[src/rtl/mdio_reg_if_arbiter.sv]
// mdio_reg_if_arbiter
//   Shares one register-bank interface (reg_if_*) between NUM_REQ register
//   masters (e.g. MDIO clause-22/45 backend and a host/debug port).
//   Round-robin grant, one outstanding transaction, request latched at grant,
//   watchdog aborts transactions the bank never acknowledges.
// Ports
//   clk_25m, rst          : clock, synchronous active-high reset
//   req_valid/we/addr/wdata: per-requester request (addr/wdata packed, slot i at i*W)
//   req_ready/req_err      : one-cycle completion / timeout pulse to the granted requester
//   req_rdata              : shared response data, valid with req_ready
//   reg_if_valid/we/addr/wdata : downstream request, stable while valid
//   reg_if_rdata/ready     : downstream response
//   busy, grant_id         : FSM not idle, current/last granted requester
module mdio_reg_if_arbiter #(
    parameter int unsigned       NUM_REQ     = 2,
    parameter int unsigned       ADDR_W      = 21,
    parameter int unsigned       DATA_W      = 16,
    parameter int unsigned       TIMEOUT_CYC = 255,
    parameter logic [DATA_W-1:0] ERR_RDATA   = 16'hDEAD,
    localparam int unsigned      GNT_W       = $clog2(NUM_REQ)
) (
    input  logic                      clk_25m,
    input  logic                      rst,
    input  logic [NUM_REQ-1:0]        req_valid,
    input  logic [NUM_REQ-1:0]        req_we,
    input  logic [NUM_REQ*ADDR_W-1:0] req_addr,
    input  logic [NUM_REQ*DATA_W-1:0] req_wdata,
    output logic [NUM_REQ-1:0]        req_ready,
    output logic [NUM_REQ-1:0]        req_err,
    output logic [DATA_W-1:0]         req_rdata,
    output logic                      reg_if_valid,
    output logic                      reg_if_we,
    output logic [ADDR_W-1:0]         reg_if_addr,
    output logic [DATA_W-1:0]         reg_if_wdata,
    input  logic [DATA_W-1:0]         reg_if_rdata,
    input  logic                      reg_if_ready,
    output logic                      busy,
    output logic [GNT_W-1:0]          grant_id
);

    localparam int unsigned CNT_W = (TIMEOUT_CYC > 1) ? $clog2(TIMEOUT_CYC) : 1;

    typedef enum logic [1:0] {S_IDLE, S_REQ, S_RESP} state_t;

    state_t             r_state;
    state_t             w_state_nxt;
    logic [GNT_W-1:0]   r_rr;
    logic [GNT_W-1:0]   r_grant;
    logic [CNT_W-1:0]   r_cnt;
    logic               r_err;

    logic               w_any;
    logic [GNT_W-1:0]   w_pick;
    int unsigned        w_idx;
    logic               w_timeout;
    logic [GNT_W-1:0]   w_rr_nxt;

    // First valid requester at or above the rr pointer, wrapping around.
    always_comb begin
        w_any  = 1'b0;
        w_pick = r_rr;
        w_idx  = 0;
        for (int unsigned k = 0; k < NUM_REQ; k++) begin
            w_idx = 32'(r_rr) + k;
            if (w_idx >= NUM_REQ) begin
                w_idx = w_idx - NUM_REQ;
            end
            if (!w_any && req_valid[GNT_W'(w_idx)]) begin
                w_any  = 1'b1;
                w_pick = GNT_W'(w_idx);
            end
        end
    end

    // TIMEOUT_CYC == 0 disables the watchdog entirely.
    assign w_timeout = (TIMEOUT_CYC != 0) && (r_cnt == CNT_W'(TIMEOUT_CYC - 1));
    assign w_rr_nxt  = (r_grant == GNT_W'(NUM_REQ - 1)) ? '0 : r_grant + GNT_W'(1);

    always_comb begin
        w_state_nxt = r_state;
        case (r_state)
            S_IDLE:  if (w_any) w_state_nxt = S_REQ;
            S_REQ:   if (reg_if_ready || w_timeout) w_state_nxt = S_RESP;
            S_RESP:  w_state_nxt = S_IDLE;
            default: w_state_nxt = S_IDLE;
        endcase
    end

    always_ff @(posedge clk_25m) begin
        if (rst) begin
            r_state <= S_IDLE;
        end else begin
            r_state <= w_state_nxt;
        end
    end

    always_ff @(posedge clk_25m) begin
        if (rst) begin
            r_rr         <= '0;
            r_grant      <= '0;
            r_cnt        <= '0;
            r_err        <= 1'b0;
            reg_if_valid <= 1'b0;
            reg_if_we    <= 1'b0;
            reg_if_addr  <= '0;
            reg_if_wdata <= '0;
            req_rdata    <= '0;
        end else begin
            case (r_state)
                S_IDLE: begin
                    if (w_any) begin
                        r_grant      <= w_pick;
                        r_cnt        <= '0;
                        r_err        <= 1'b0;
                        reg_if_valid <= 1'b1;
                        reg_if_we    <= req_we[w_pick];
                        reg_if_addr  <= req_addr[w_pick*ADDR_W +: ADDR_W];
                        reg_if_wdata <= req_wdata[w_pick*DATA_W +: DATA_W];
                    end
                end
                S_REQ: begin
                    // Ready has priority over a coinciding timeout.
                    if (reg_if_ready) begin
                        req_rdata    <= reg_if_rdata;
                        reg_if_valid <= 1'b0;
                    end else if (w_timeout) begin
                        req_rdata    <= ERR_RDATA;
                        r_err        <= 1'b1;
                        reg_if_valid <= 1'b0;
                    end else if (TIMEOUT_CYC != 0) begin
                        r_cnt <= r_cnt + CNT_W'(1);
                    end
                end
                S_RESP: begin
                    r_rr <= w_rr_nxt;
                end
                default: ;
            endcase
        end
    end

    // Response pulses decode from registered state only.
    always_comb begin
        req_ready = '0;
        req_err   = '0;
        if (r_state == S_RESP) begin
            req_ready[r_grant] = 1'b1;
            req_err[r_grant]   = r_err;
        end
    end

    assign busy     = (r_state != S_IDLE);
    assign grant_id = r_grant;

endmodule
[config.mk]
export PLATFORM = sky130hd
export DESIGN_NAME = mdio_reg_if_arbiter
export DESIGN_NICKNAME = d
export VERILOG_FILES = /design/src/rtl/mdio_reg_if_arbiter.sv
export SDC_FILE = /design/constraint.sdc
export NUM_CORES = 1
export LEC_CHECK = 0
export BUFFER_PORTS_ARGS = -buffer_cell sky130_fd_sc_hd__clkbuf_2
export CORE_MARGIN = 1.5
export CORE_UTILIZATION = 44
export CTS_CLUSTER_DIAMETER = 200
export DETAILED_ROUTE_END_ITERATION = 7
export GPL_TIMING_DRIVEN = 0
export PLACE_DENSITY = 0.85
export SYNTH_ARGS = -nofsm -noshare
export SYNTH_HDL_FRONTEND = slang
export SYNTH_SLANG_ARGS = --single-unit
[constraint.sdc]
create_clock -name clk_25m -period 2.2 [get_ports clk_25m]
set_input_delay 0.33 -clock clk_25m [delete_from_list [all_inputs] [get_ports clk_25m]]
set_output_delay 0.33 -clock clk_25m [all_outputs]
set_load 0.05 [all_outputs]
Yosys cells after proc, flatten, opt, wreduce, memory -nomap -nowiden:

Cells that the tools add are included.

* add/subtract/negate cells: 5
* $mul: 1
* $lt $le $gt $ge: 7
* equal/unequal tests: 9
* shift-type cells: 2
* muxes and demuxes: 34
* bitwise logic cells: 1
* reduce and logical (&&, ||, !) cells: 14

Operators with widths (number)
* indexed part select 42 x 7 -> 21 bit: 1
* two-way mux 16 bit: 2
* indexed part select 32 x 6 -> 16 bit: 1
* two-way mux 8 bit: 3
* two-way mux 1 bit: 20
* one-hot mux 8 bit (2 select lines): 1
* != test 2 bit (second input constant): 5
* adder 8 x 1 -> 8 bit (second input constant): 1
* equality test 8 bit (second input constant): 1
* < comparator 1 x 2 -> 1 bit (second input constant): 4
* two-way mux 2 bit: 4
* AND reduction 4 bit: 2
* multiplier 1 x 5 -> 6 bit (second input constant): 1
* AND reduction 2 bit: 3
* nonzero test 2 bit: 3
* one-hot mux 1 bit (2 select lines): 2
* one-hot mux 2 bit (2 select lines): 1
* != test 3 bit (second input constant): 1
* AND reduction 3 bit: 1
* adder 1 x 1 -> 2 bit (second input constant): 1
* AND 2 bit: 1
* equality test 2 x 1 -> 1 bit (second input constant): 1
* equality test 2 bit (second input constant): 1
* greater-or-equal comparator 1 x 2 -> 1 bit (second input constant): 1
* other kinds (9): 11

* bits in registers: 68
* output and inout port bits: 61
* logic and storage cells: 83

Logic depth before layout (Yosys ltp):

* depth after elaboration: 10
* mapped depth: 7

Least setup slack after synthesis:

Ideal clock, no wire load.

* path type: register to output
* from: register r_grant (netlist: grant_id)
* to: output port req_err[1]
* data arrival time: 1.959 ns
* data required time: 1.870 ns
* slack: -0.089 ns
* cell stages (with the launch flop): 4
* path buffers: 0
* path through: dfxtp_1 inv_1 nor2_1 and2_1

* longest elaborated chain between the ends: 6
* elaborated cells on any way between the ends: 7
* those cells by class: order compare: 2; mux: 3; bitwise: 1; reduce/logical: 1

Ends and longest elaborated chain
* start, declared: RTL line 48 `logic [GNT_W-1:0] r_grant;`
* start signal, assigned: RTL line 112 `r_grant <= w_pick;`
* < comparator 1 x 2 -> 1 bit (not written as such) or greater-or-equal comparator 1 bit (tied branches): RTL line 148 `req_err[r_grant] = r_err;`
* logical AND 1 bit (not written as such): RTL line 148
* two-way mux 1 bit (not written as such): RTL line 148
* demux 1 bit (select 1 bit) *: RTL line 148
* AND 2 bit (no line) *
* two-way mux 2 bit *: RTL line 146 `if (r_state == S_RESP) begin`
* end, declared: RTL line 29 `output logic [NUM_REQ-1:0] req_err,`

Mark *: on every way between the ends. The rest lies on a longest branch, timed or not.

Final worst setup path:

* from: register r_state[1]
* to: output port req_err[0]

* longest elaborated chain between the ends: 2

Ends and longest elaborated chain
* start, declared: RTL line 45 `state_t r_state;`
* start signal, assigned: RTL line 93 `r_state <= w_state_nxt;`
* equality test 2 bit: RTL line 146
* two-way mux 2 bit: RTL line 146

Every way passes these cells.

==> metrics.txt <==
status=finished, final reports clean; post-synth net total=approximately 410; total routed wirelength=~8100 µm; overall via count from detail_route=approximately 3000; Critical Path Sink Type=primary output; Final GP Congestion=~0.80; instance count of the mapped netlist=310; Netlist cell types=39; quantity of I/O buffers inserted on ports=between 150 and 200; final setup TNS=0 ns; starting DRC count in detailed routing=roughly 230; Ant. Diodes=0; number of iterations in the first detailed-routing pass=4; number of CTS-inserted buffers=9; type of the most critical hold path=in2reg; CTS HTree Levels=3; routed wire length per instance=~15 µm; # DRC=0; Critical Path Fanout Max=5; clock share of power=0.330; Total Power=about 3.4 mW; highest clock frequency the design can meet=~0.53 GHz; initial antenna violation count=0; die extent in y=~84 µm; slew at the pin with the worst max-slew slack=around 0.5 ns; post-cts gate resize count=0; vias in the first global route=2981; fraction of power spent switching nets=0.342; initial core utilization=0.458; number of maximum-capacitance violations=0; global router's overall resource usage=0.234; post-synthesis sequential element count=68; std cell rows=29; vias per std cell=between 5 and 6; remaining global-route overflow=0; Seq/Total Area, Yosys=0.468; Final HPWL DP=6280 µm; Avg Inst Size Synth=around 9.4 µm²; Req. time, crit path=about 1.9 ns; Die Footprint=a little over 0.007 mm²; worst max-slew margin expressed relative to the limit=0.675; Nets=577; hold buffer count at cts=0; Logic pwr share=0.264; cell area after technology mapping=approximately 0.0029 mm²; switching power total=between 1 and 1.5 mW; Area growth syn-to-layout=37.9%; root buf cell=sky130_fd_sc_hd__clkbuf_8; maximum ir drop on the vdd rail=about 0.61 mV; most frequent cells in the layout=157 x sky130_fd_sc_hd__clkbuf_2, 68 x sky130_fd_sc_hd__dfxtp_1, 44 x sky130_fd_sc_hd__a21oi_1; number of failing setup endpoints in the final timing report=0; Std-Cell Core Area=0.00635 mm²; latest clock arrival within the worst-skew pair=0.34 ns; power per unit of standard cell area=between 800 and 900 mW/mm²; largest net degree at the start of global routing=12; clock slew seen by the registers of the worst setup and hold paths=0.07 ns; CTS tree=yes; critical path arrival=between 1.5 and 2 ns; reported leakage power=roughly 1.8 nW; maximum buffer depth of the clock tree=2; post-route clock skew=0.00697 ns; first-pass GRT wire length=about 13000 µm; synthesis warning total=0; layout cell share with drive strength beyond 1=0.406; number of pins with negative max-slew slack in the final report=0; top-level port count=158; internal power of the cells=2.27 mW; most common cell after layout, fill and taps aside=sky130_fd_sc_hd__clkbuf_2; critical path startpoint category=flip-flop; Post-CTS Setup Bufs=0; hold violation total from the final report=0; unrepaired setup endpoints after global routing=false; number of nets still failing antenna checks after routing=0; clock sink total=68; relative contribution of sequential cells to total power=0.405; final worst-path cycle share=0.858; critical path class=reg2out; die outline width=84.3 µm; clock period minus worst slack=about 1.9 ns; final worst hold slack=between 0.2 and 0.25 ns
[worst max-delay path, stage by stage, from the launching register on]
cell                       delay, ns
sky130_fd_sc_hd__dfxtp_1        0.44
sky130_fd_sc_hd__nand2b_1       0.15
sky130_fd_sc_hd__nor2_1         0.19
sky130_fd_sc_hd__and2_1         0.16
sky130_fd_sc_hd__clkbuf_2       0.28
[cells by family after synthesis]
family / share of synthesized area
compound gates: 0.239
buf+inv: 0.0521
mux: 0.131
fa+ha+maj: 0.0125
flops: 0.468
simple gates: 0.0973
[power groups by stage]
stage               clock [mW]  combinational [mW]  sequential, mW
global route              1.22               0.971            1.41
detailed placement           0               0.913            1.42
CTS                       1.16               0.915            1.40
global placement             0               0.900            1.42
floorplan                    0               0.283            1.78
finish                    1.14               0.911            1.40
[final timing paths]
path / from / to / slack (ns) / cells after the start
worst max-delay path: r_state[1] / req_err[0] / 0.31 / 4
worst min-delay path: reg_if_rdata[8] / req_rdata[8] / 0.22 / 3
worst max register to register: r_cnt[0] / req_rdata[5] / 0.40 / 7
worst min register to register: req_rdata[6] / req_rdata[6] / 0.48 / 2
[cell usage after synthesis (all sizes together)]
cell type / instances / area (µm²)
a21boi: 1 / 7.51
a21oi: 45 / 229
a221oi: 1 / 8.76
a2bb2oi: 1 / 8.76
a31oi: 4 / 25.0
a32oi: 1 / 8.76
and2: 2 / 12.5
and3: 1 / 6.26
and4: 2 / 17.5
buf: 9 / 57.6
clkbuf: 14 / 52.6
clkinv: 1 / 3.75
dfxtp: 68 / 1360
ha: 2 / 25.0
inv: 10 / 37.5
maj3: 1 / 11.3
mux2i: 38 / 380
nand2: 13 / 48.8
nand2b: 2 / 12.5
nand3: 14 / 70.1
nand3b: 2 / 15.0
nand4: 1 / 6.26
nor2: 8 / 37.5
nor2b: 1 / 6.26
nor3: 1 / 5.00
nor3b: 1 / 18.8
o21a: 1 / 7.51
o21ai: 44 / 224
o221a: 11 / 124
o31a: 1 / 8.76
o32ai: 5 / 43.8
or2b: 1 / 7.51
or3: 3 / 18.8
[cell type report]
type / instances / area [µm²]
Tap cell: 77 / 96.3
Buffer: 23 / 110
Fill cell: 543 / 2340
Clock buffer: 12 / 145
Inverter: 11 / 41.3
Clock inverter: 4 / 72.6
Sequential cell: 68 / 1360
Multi-Input combinational cell: 208 / 1400
Timing Repair Buffer: 157 / 786
[metal layers]
layer,global-route usage,routed length [µm]
met5,0,0
met4,0.154,358
met3,0.0718,661
met2,0.387,3940
met1,0.261,3190
[state kept, by name, summed over array words and instances (netlist names)]
name          cells
r_state           2
reg_if_addr      21
reg_if_wdata     16
reg_if_valid      1
r_cnt             8
req_rdata        16
r_rr              1
reg_if_we         1
r_err             1
grant_id          1
[per-stage QoR]
step	std cells	setup WS [ns]	cell area (µm²)	utilization
2_1_floorplan	310	0.0641	2910	-
3_3_place_gp	544	0.430	3790	0.597
3_5_place_dp	544	0.403	3790	0.597
4_1_cts	560	0.296	4010	0.632
5_1_grt	560	0.168	4010	0.632
6_report	560	0.313	4010	0.632
Power figures use the tool's default switching activity.
